`config.mk`:
```
export PLATFORM = sky130hd
export DESIGN_NAME = lifting_53_mac
export DESIGN_NICKNAME = d
export VERILOG_FILES = /design/src/rtl/dwt_pkg.sv /design/src/rtl/dwt_clamp8.sv /design/src/rtl/lifting_53_mac.sv
export SDC_FILE = /design/constraint.sdc
export NUM_CORES = 1
export LEC_CHECK = 0
export BUFFER_PORTS_ARGS = -buffer_cell sky130_fd_sc_hd__buf_2
export CAP_MARGIN = 25
export CORE_ASPECT_RATIO = 0.75
export CORE_UTILIZATION = 45
export DETAILED_ROUTE_END_ITERATION = 16
export PLACE_DENSITY = 0.7
export SYNTH_ARGS = -nofsm -noshare
export SYNTH_HDL_FRONTEND = slang
export SYNTH_SLANG_ARGS = --single-unit
export TNS_END_PERCENT = 10
```
`constraint.sdc`:
```
create_clock -name clk -period 6.3 [get_ports clk]
set_input_delay 1.26 -clock clk [delete_from_list [all_inputs] [get_ports clk]]
set_output_delay 1.26 -clock clk [all_outputs]
set_load 0.02 [all_outputs]
```
`src/rtl/dwt_pkg.sv`:
```
// Shared constants and state encoding for the LeGall 5/3 lifting MAC.
//   PIX_W         pixel width
//   D_W           signed width of the detail coefficient d[n]
//   S_W           signed width of the approx coefficient s[n]
//   DETAIL_OFFSET bias added to d[n] so it fits an unsigned pixel
//   state_t       IDLE (nothing held), PEND (pair held), FLUSH (emit last pair of line)
package dwt_pkg;
    localparam int PIX_W         = 8;
    localparam int D_W           = 10;
    localparam int S_W           = 11;
    localparam int DETAIL_OFFSET = 128;

    typedef enum logic [1:0] {IDLE, PEND, FLUSH} state_t;
endpackage

```
`src/rtl/dwt_clamp8.sv`:
```
// Reduces a signed S_W-bit coefficient to an 8-bit pixel.
//   x  in  S_W signed coefficient
//   y  out 8-bit result
// Macro DWT_SATURATE_EN: clamp to [0,255]; undefined: keep the low 8 bits (wrap).
module dwt_clamp8
    import dwt_pkg::*;
(
    input  logic signed [S_W-1:0]   x,
    output logic        [PIX_W-1:0] y
);
    always_comb begin
`ifdef DWT_SATURATE_EN
        if (x < 0)
            y = '0;
        else if (x > 11'sd255)
            y = '1;
        else
            y = x[PIX_W-1:0];
`else
        y = x[PIX_W-1:0];
`endif
    end
endmodule

```
`src/rtl/lifting_53_mac.sv`:
```
// LeGall 5/3 integer lifting responder for the 2-D DWT controller.
// Takes {even,odd} pixel pairs of a line and returns {approx, detail+128}
// for each pair, tagged with the pair's pointers, in input order.
//   clk, rst                  clock, asynchronous active-high reset
//   i_mac                     [15:8] even e[n], [7:0] odd o[n]
//   i_mac_valid               pair valid (no backpressure)
//   i_mac_row_column_pointer  line index of the pair
//   i_mac_pixel_pointer       even pixel index of the pair
//   i_line_end                pair is the last of its line
//   o_mac                     [15:8] s[n], [7:0] d[n]+128
//   o_mac_valid               result valid (one cycle per result)
//   o_mac_row_column_pointer  pointers of the emitted pair
//   o_mac_pixel_pointer
// Macro DWT_SATURATE_EN selects clamping instead of wrap in dwt_clamp8.
module lifting_53_mac
    import dwt_pkg::*;
#(
    parameter  int WIDTH  = 256,
    parameter  int HEIGHT = 256,
    localparam int PW     = $clog2(WIDTH)
) (
    input  logic          clk,
    input  logic          rst,
    input  logic [15:0]   i_mac,
    input  logic          i_mac_valid,
    input  logic [PW-1:0] i_mac_row_column_pointer,
    input  logic [PW-1:0] i_mac_pixel_pointer,
    input  logic          i_line_end,
    output logic [15:0]   o_mac,
    output logic          o_mac_valid,
    output logic [PW-1:0] o_mac_row_column_pointer,
    output logic [PW-1:0] o_mac_pixel_pointer
);
    if (HEIGHT > WIDTH) begin : g_bad_height
        $error("HEIGHT must not exceed WIDTH");
    end

    state_t               state, state_nx;
    logic [PIX_W-1:0]     held_e, held_o;
    logic [PW-1:0]        held_rc, held_px;
    logic                 line_first;
    logic signed [D_W-1:0] d_prev;

    logic [PIX_W-1:0]      e_next;
    logic [PIX_W:0]        e_sum;
    logic signed [D_W-1:0] d_cur, d_left;
    logic signed [S_W-1:0] s_sum, s_cur, d_off;
    logic [PIX_W-1:0]      s_pix, d_pix;
    logic                  emit;

    always_comb begin
        // Right neighbour of the held pair: the incoming even pixel, or the
        // held even pixel itself at the line end (symmetric extension).
        e_next = (state == FLUSH) ? held_e : i_mac[15:8];
        e_sum  = {1'b0, held_e} + {1'b0, e_next};
        d_cur  = $signed({{(D_W-PIX_W){1'b0}}, held_o})
               - $signed({{(D_W-PIX_W+1){1'b0}}, e_sum[PIX_W:1]});
        // Line-first pair has no left detail: mirror d[0].
        d_left = line_first ? d_cur : d_prev;
        s_sum  = {d_left[D_W-1], d_left} + {d_cur[D_W-1], d_cur} + S_W'(2);
        s_cur  = $signed({{(S_W-PIX_W){1'b0}}, held_e}) + (s_sum >>> 2);
        d_off  = {d_cur[D_W-1], d_cur} + S_W'(DETAIL_OFFSET);
        emit   = (state == FLUSH) || (state == PEND && i_mac_valid);
    end

    always_comb begin
        state_nx = state;
        if (i_mac_valid)
            state_nx = i_line_end ? FLUSH : PEND;
        else if (state == FLUSH)
            state_nx = IDLE;
    end

    dwt_clamp8 u_clamp_s (.x(s_cur), .y(s_pix));
    dwt_clamp8 u_clamp_d (.x(d_off), .y(d_pix));

    always_ff @(posedge clk or posedge rst) begin
        if (rst) begin
            state                    <= IDLE;
            held_e                   <= '0;
            held_o                   <= '0;
            held_rc                  <= '0;
            held_px                  <= '0;
            line_first               <= 1'b0;
            d_prev                   <= '0;
            o_mac                    <= '0;
            o_mac_valid              <= 1'b0;
            o_mac_row_column_pointer <= '0;
            o_mac_pixel_pointer      <= '0;
        end else begin
            state       <= state_nx;
            o_mac_valid <= emit;
            if (emit) begin
                o_mac                    <= {s_pix, d_pix};
                o_mac_row_column_pointer <= held_rc;
                o_mac_pixel_pointer      <= held_px;
                if (state == PEND)
                    d_prev <= d_cur;
            end
            if (i_mac_valid) begin
                held_e     <= i_mac[15:8];
                held_o     <= i_mac[7:0];
                held_rc    <= i_mac_row_column_pointer;
                held_px    <= i_mac_pixel_pointer;
                // Anything arriving outside PEND starts a new line.
                line_first <= (state != PEND);
            end
        end
    end
endmodule

```
Word-level counts from Yosys, hierarchy flattened
Cells that the tools add are included.
- $add $sub $neg: 6
- equality and inequality tests: 3
- mux-type cells: 5
- reductions and logical operators: 4
- operator list (cell ; count):
    adder 10 x 2 -> 10 bit, second input constant ; 1
    adder 10 x 9 -> 10 bit ; 1
    2-to-1 mux 10 bit ; 1
    adder 8 x 8 -> 9 bit ; 1
    subtractor 8 x 8 -> 9 bit ; 1
    adder 8 bit ; 1
    adder 8 bit, second input constant ; 1
    2-to-1 mux 8 bit ; 1
    2-to-1 mux 2 bit ; 3
    equality test 2 x 1 -> 1 bit, second input constant ; 1
    equality test 2 bit, second input constant ; 1
    != test 2 x 1 -> 1 bit, second input constant ; 1
    AND reduction 2 bit ; 1
    nonzero test 2 bit ; 1
    logical AND 1 bit ; 1
    logical OR 1 bit ; 1
- register bits after elaboration: 77
- input bits: 36
- output and inout port bits: 33
- logic and storage cells: 29

Depth between registers and ports, before layout
Gate-level depths: netlist of run 1.
- word-level depth: 8
- gate-level depth with buffers: 29
- gate-level depth less buffers: 29

Cells and area by module
Synthesis of run 1 repeated with hierarchy kept, for this count alone.
- cells, all modules: 444
- area, all modules: 4819.6 µm²
- modules (own cells, without submodules) (module ; instances ; cells an instance ; area each (µm²) ; seq. area each (µm²)):
    lifting_53_mac ; 1 ; 428 ; 4699.5 ; 1926.8
    dwt_clamp8 ; 2 ; 8 ; 60.1 ; 0.0

Least setup slack after synthesis of run 1
OpenSTA, ideal clock, no wires.
- path type: input port to flip-flop
- start point: input i_mac[8]
- end point: register o_mac[15]
- setup time: 0.120 ns
- arrival: 5.805 ns
- required time: 6.180 ns
- setup slack: 0.375 ns
- stages: 24
- buffers on the path: 0
- cells stage by stage: o21a_1 fa_1 a21o_1 a21oi_1 xnor2_1 ha_1 o21ai_0 a21boi_0 or2_2 inv_1 mux2_2 ha_1 ha_1 nand2_1 o21ai_1 or3_1 a22oi_1 ha_1 o21ai_0 inv_1 a2111oi_0 o21ai_0 a21oi_1 and3b_1
- longest elaborated chain between the ends: 7
- RTL lines (element ; RTL line ; text):
    start: declaration ; lifting_53_mac.sv:24 ; input logic [15:0] i_mac,
    2-to-1 mux 8 bit (*) ; lifting_53_mac.sv:54 ; e_next = (state == FLUSH) ? held_e : i_mac[15:8];
    adder 8 x 8 -> 9 bit (*) ; lifting_53_mac.sv:55 ; e_sum = {1'b0, held_e} + {1'b0, e_next};
    subtractor 8 x 8 -> 9 bit (*) ; lifting_53_mac.sv:57 ; - $signed({{(D_W-PIX_W+1){1'b0}}, e_sum[PIX_W:1]});
    named net d_cur[4] ; lifting_53_mac.sv:46 ; logic signed [D_W-1:0] d_cur, d_left;
    2-to-1 mux 10 bit ; lifting_53_mac.sv:59 ; d_left = line_first ? d_cur : d_prev;
    adder 10 x 9 -> 10 bit (*) ; lifting_53_mac.sv:60 ; s_sum = {d_left[D_W-1], d_left} + {d_cur[D_W-1], d_cur} + S_W'(2);
    adder 10 x 2 -> 10 bit (*) ; lifting_53_mac.sv:60 ;
    adder 8 bit (*) ; lifting_53_mac.sv:61 ; s_cur = $signed({{(S_W-PIX_W){1'b0}}, held_e}) + (s_sum >>> 2);
    end signal: assignment ; lifting_53_mac.sv:94 ; o_mac <= {s_pix, d_pix};
    end: declaration ; lifting_53_mac.sv:29 ; output logic [15:0] o_mac,
The timed path passes the listed nets; every way through them passes the cells marked *.
A chain may end at the register's enable or synchronous reset.

Worst setup path after layout of run 1
Same ends and word-level chain as after synthesis.

==> results of run 1 <==
[through the flow]
stage,hold slack (ns),utilization [%],cells,setup TNS [ns],area [um^2]
global placement,0.446,53.3,686,0,5150
finish,0.462,57.2,703,0,5530
detailed placement,0.451,53.3,686,-0.224,5150
floorplan,0.442,-,472,0,4490
CTS,0.464,56.5,702,0,5450
global route,0.485,57.2,703,0,5530
[registers in the layout, indices dropped and copies added (netlist names), 2 cells and up]
name and flops:
held_px 8, o_mac_pixel_pointer 8, d_prev 9, held_e 8, held_rc 8, held_o 8, o_mac 16, o_mac_row_column_pointer 8
state 2
[worst min-delay path by stage]
stage                                 from                      to  cells past startpoint
CTS                 o_mac_pixel_pointer[3]  o_mac_pixel_pointer[3]                      2
global placement    o_mac_pixel_pointer[2]  o_mac_pixel_pointer[2]                      2
finish              o_mac_pixel_pointer[3]  o_mac_pixel_pointer[3]                      2
detailed placement  o_mac_pixel_pointer[3]  o_mac_pixel_pointer[3]                      2
global route        o_mac_pixel_pointer[1]  o_mac_pixel_pointer[1]                      2
floorplan                        d_prev[0]               d_prev[0]                      2
[cells by family after synthesis]
kind of cell	count (synthesis)	synth area share, %
simple gates	169	15.9
compound gates	94	13.9
flops	77	42.9
buf+inv	42	3.68
fa+ha+maj	41	12.1
mux	34	8.50
xor+xnor	15	2.93
[cell type report]
type	count	area, um^2	share of cell area, %
Timing Repair Buffer	99	586	10.6
Inverter	26	97.6	1.77
Clock buffer	11	243	4.39
Tap cell	132	165	2.99
Clock inverter	5	58.8	1.06
Multi-Input combinational cell	353	2450	44.3
Sequential cell	77	1930	34.9
[cell usage after synthesis, types with 4 or more instances]
cell        n
fa_1        4
a21o_1      5
a21oi_1    22
nor3_1      8
inv_1      26
nor2_1     24
nor2b_1     5
nand2b_1    4
o31ai_1     6
o21bai_1    5
clkbuf_1   13
mux2_2     33
o21a_1      5
ha_1       37
xnor2_1     8
dfrtp_1    77
nand2_1   111
xor2_1      7
o21ai_0    24
[metal layers]
metal  wire length (um)  vias up  GRT usage [%]
met3                542        9           5.03
met2               4580       78           34.1
met5                  0        -              0
met4                 68        0           5.90
met1               4860     1739           28.3
li1                   -     1808              -
[placed cells by master, fill, tap and decap left out, types with 3 or more instances in the layout]
| master | count |
|---|---|
| nand3_1 | 3 |
| fa_1 | 4 |
| buf_4 | 30 |
| ha_1 | 35 |
| nor3_1 | 8 |
| buf_2 | 68 |
| nor2_1 | 24 |
| nand2_1 | 111 |
| xor2_1 | 6 |
| inv_1 | 25 |
| a31oi_1 | 3 |
| mux2_2 | 33 |
| o31ai_1 | 6 |
| dfrtp_1 | 77 |
| clkbuf_16 | 9 |
| nand2b_1 | 4 |
| xnor2_1 | 8 |
| a21o_1 | 5 |
| o21ai_0 | 22 |
| nor2b_1 | 4 |
| o21ai_1 | 4 |
| o21bai_1 | 5 |
| o21a_1 | 5 |
| a21oi_1 | 18 |
| a21oi_2 | 4 |
[worst register-to-register path: stages (launching register included)]
cell and delay [ns]:
dfrtp_1 0.41, nor2b_2 0.38, nand2_1 0.10, nand2_1 0.12, fa_1 0.43, ha_1 0.22, fa_1 0.40, nor2b_1 0.14
o21ai_1 0.09, a21boi_1 0.18, or2_2 0.16, inv_1 0.05, mux2_2 0.26, ha_1 0.28, ha_1 0.34, nand2_1 0.10
o21ai_1 0.08, or3_1 0.33, buf_4 0.15, a2111o_1 0.35, o2111ai_1 0.12, ha_1 0.28, o21a_1 0.11, nor2_1 0.13
o21ai_0 0.10, a21oi_1 0.13, and3b_1 0.18
[timing repair]
item,4_1_cts,5_1_grt
setup buffers,0,0
setup endpoints to repair,0,2
gates resized for setup,0,15
hold buffers,0,0
==> flow_metrics.tcl, run 1 <==
set metrics [dict create \
    final_max_slew_viol_count 0 \
    ys_ff_latch 77 \
    synth_top_cell_by_area "dfrtp_1" \
    worst-setup-path-type "primary input to flip-flop" \
    nets 643 \
    gp_congestion 0.872 \
    ys.flop_type "dfrtp_1" \
    synth_nets 549 \
    dr.pass1.iters 5 \
    ctsLongestPathBuffers 2 \
    status "finished, final reports clean" \
    crit_end "o_mac[15]" \
    htreeDepth 3 \
    gr-usage-all-layers_pct 21.0 \
    clockRootBuffer "clkbuf_16" \
    cpLargestDelayFamily "compound AO/OA/AOI/OAI gates" \
    cp_num_buf_inv 3 \
    crit_fanout 4 \
    grt_pass1_wl_mm 16.9 \
    fin_crit_ns 5.99 \
    r2r_end "o_mac[15]" \
    cts_tree "built" \
    syn-cell-area_mm2 0.00449 \
    route.detailed.drc 0 \
    synth_edf_count 0 \
    yosysTopAreaCellShare_pct 42.9 \
    fin_ws_ns 0.312 \
    crit_start "i_mac[8]" \
    synth_warnings 0 \
    seq_area_frac_synth_pct 42.9 \
    max_slew_margin_pct 39.8 \
    cap_violations 0 \
    worstRegToRegCells 26 \
    fp.coreArea_mm2 0.00966 \
    chipWidth_um 117 \
    ios 69 \
    cp_common_cell "ha_1" \
    clk_pin_slew_worst_paths_ns 0.06 \
    ys_types 53 \
    drt-wirelength-per-cell_um 14.3 \
    avgSynthCellArea_um2 9.51 \
    rsz0062_at_grt "false" \
    area_growth_pct 23.1 \
    clk-insertion-delay-late_ns 0.34 \
    crit_slowest_cell "fa_1" \
    die_h_um 88.5 \
    finalSetupViolations 0 \
    r2r_slack_ns 0.55 \
    dieArea_mm2 0.0104 \
    portBuffers 68 \
    syn-instance-count 472 \
    ys_async_sr_fraction_pct 100 \
    post-place-ws_ns -0.224 \
    layout-drive-gt1-share_pct 28.7 \
    drt-total-wl_mm 10.1 \
    grt_pass1_vias 3458 \
    required_ns 6.53 \
    timing.critical_path.depth 26 \
    grt_max_degree 78 \
    clock-skew-final_ns 0.00599 \
    via_count 3634 \
    critPathArrivalTime_ns 6.22 \
    num_rows 31 \
    startpoint_type "primary input" \
    initial_core_util_pct 46.5 \
    max_stage_delay_ns 0.44 \
    n_antenna_cell 0 \
    gr-total-overflow 0 \
    n_fill_cell 825 \
    antenna_found_initial 0 \
    ant_nets 0 \
    period_share_pct 95.0 \
    tightest_slew_ns 0.900 \
    drt-initial-drc-count 224 \
    hp-class "flip-flop to flip-flop" \
    reg2reg_from "state[0]" \
    dp.final_hpwl_mm 7.41 \
    synth_area_leaders "dfrtp_1 (43%), ha_1 (10%), nand2_1 (9.3%)" \
    cts_buffers 9 \
    fmax_mhz 167 \
    vias_per_cell 5.17 \
    cp-end-kind "flip-flop" \
    hold_viol 0 \
    cts_sinks 77 \
]
Power of run 1 is left out: the tool's default activity adds up to more than one toggle a clock period on the data nets, which glitch-free logic cannot reach.
==> run 2, diff against run 1 <==
- CAP_MARGIN: 25 -> default
- SETUP_SLACK_MARGIN: default -> 0.5
==> run 2 against run 1 <==
Die area unchanged. Fmax is 2.4% higher. Worst hold slack worse by 0.0059 ns. Worst setup slack better by 0.14 ns. Register-to-register slack better by 0.20 ns. Critical path type unchanged. Largest cell class unchanged.
==> flow_metrics.tcl, run 2 (synthesis results as in run 1) <==
set metrics [dict create \
    final_max_slew_viol_count 0 \
    layout-drive-gt1-share_pct 34.1 \
    startpoint_type "primary input" \
    final_common_cell "nand2_1" \
    ios 69 \
    cap_violations 0 \
    fin_crit_ns 5.84 \
    chipWidth_um 117 \
    hold_viol 0 \
    dr.pass1.iters 4 \
    max_slew_margin_pct 35.7 \
    clock-skew-final_ns 0.00399 \
    fmax_mhz 171 \
    vias_per_cell 5.20 \
    route.detailed.drc 0 \
    r2r_end "o_mac[15]" \
    drt-total-wl_mm 10.4 \
    period_share_pct 92.8 \
    top_register "o_mac" \
    status "finished, final reports clean" \
    grt_max_degree 78 \
    n_antenna_cell 0 \
    postCtsHoldBufs 0 \
    required_ns 6.53 \
    gp_congestion 0.846 \
    initial_core_util_pct 46.5 \
    clk_pin_slew_worst_paths_ns 0.06 \
    clk-insertion-delay-late_ns 0.34 \
    nets 630 \
    hp-class "flip-flop to flip-flop" \
    multiInputGateArea_mm2 0.00274 \
    crit_end "o_mac[15]" \
    finalSetupViolations 0 \
    cp-end-kind "flip-flop" \
    tightest_slew_ns 0.965 \
    ant_nets 0 \
    die_h_um 88.5 \
    worstRegToRegCells 25 \
    crit_start "i_mac[8]" \
    r2r_slack_ns 0.75 \
    cts_buffers 9 \
    area_growth_pct 27.3 \
    antenna_found_initial 0 \
    clockRootBuffer "clkbuf_16" \
    hold_start "o_mac_row_column_pointer[6]" \
    dp.final_hpwl_mm 7.12 \
    reg2reg_from "state[1]" \
    gr-usage-all-layers_pct 20.7 \
    rsz0062_at_grt "true" \
    seqCellArea_mm2 0.00193 \
    dieArea_mm2 0.0104 \
    cp_common_cell "ha_4" \
    max_stage_delay_ns 0.48 \
    drt-wirelength-per-cell_um 15.1 \
    cts_sinks 77 \
    grt_pass1_wl_mm 16.7 \
    cp_cell_sequence "buf_6 > o21a_1 > fa_2 > ha_4 > fa_2 > nor2b_1 > o21ai_1 > a21boi_1 > or2_4 > inv_4 > mux2_4 > ha_4 > ha_4 > nand2_2 > o21ai_2 > or3_4 > a2111o_1 > o2111ai_2 > ha_2 > o21a_1 > nor2_2 > o21ai_1 > a21oi_1 > and3b_1" \
    top_regs "o_mac: 16 flops, d_prev: 9 flops" \
    gr-total-overflow 0 \
    portBuffers 68 \
    n_fill_cell 813 \
    cts_tree "built" \
    via_count 3591 \
    final_cell_mix "nand2_1 (107), dfrtp_1 (77), buf_2 (67)" \
    grt_pass1_vias 3422 \
    worst-setup-path-type "primary input to flip-flop" \
    crit_slowest_cell "fa_2" \
    htreeDepth 3 \
    largest_register_ffs 16 \
    critPathArrivalTime_ns 6.08 \
    placed_area_mm2 0.00501 \
    fp.coreArea_mm2 0.00966 \
    ctsLongestPathBuffers 2 \
    crit_fanout 4 \
    fin_area_mm2 0.00571 \
    drt-initial-drc-count 259 \
    num_rows 31 \
]
run 2: cell types whose count changed in the layout (fill, tap and decap cells not counted), sizes merged:
cell | previous run | this run
clkinv | 1 | 4
clkinvlp | 2 | 1
clkbuf | 11 | 9
buf | 99 | 86
run 2: critical path: cells and delay by family:
family | cells | cell delay (ns)
adder cells (fa/ha/maj) | 6 | 1.89
multiplexers | 1 | 0.26
AND/OR/NAND/NOR | 6 | 1.09
AO/OA/AOI/OAI | 9 | 1.45
buffers and inverters | 2 | 0.12
run 2: through the flow:
stage	worst slack, ns	util, %	setup TNS, ns	hold WS, ns	cells
3_3_place_gp	0.0421	51.9	0	0.445	667
5_1_grt	0.201	59.2	0	0.482	690
2_1_floorplan	0.501	-	0	0.442	472
6_report	0.455	59.2	0	0.456	690
4_1_cts	0.527	56.0	0	0.464	684
3_5_place_dp	-0.0898	51.9	-0.0898	0.451	667
run 2: worst min-delay path by stage:
stage | to | slack (ns) | depth (start not counted)
2_1_floorplan | d_prev[0] | 0.44 | 2
3_3_place_gp | o_mac_pixel_pointer[5] | 0.45 | 2
3_5_place_dp | o_mac_pixel_pointer[5] | 0.45 | 2
4_1_cts | o_mac_pixel_pointer[5] | 0.46 | 2
5_1_grt | o_mac_row_column_pointer[5] | 0.48 | 2
6_report | o_mac_row_column_pointer[6] | 0.46 | 2
run 2: layout make-up:
class | count | area share (%)
clock inverters | 7 | 1.29
well taps | 132 | 2.89
inverters | 26 | 1.75
repair buffers | 86 | 8.43
multi-input cells | 353 | 48.0
flip-flops and latches | 77 | 33.7
clock buffers | 9 | 3.94
run 2: routing by layer:
layer  wire length [um]  global-route usage [%]  vias to the layer above  part of all wire [%]
met5                  0                       0                        -                     0
met4                101                    5.08                        0                  0.97
met3                532                    5.80                       11                   5.1
met2               4870                    32.8                       80                    47
met1               4940                    28.3                     1711                    47
li1                   -                       -                     1789                     -
run 2: repair_timing:
item	4_1_cts	5_1_grt
gates cloned	0	0
setup endpoints to repair	2	3
gates resized for setup	18	49
pin swaps	3	27
setup buffers	1	6
Power of run 2 is left out for the same reason.
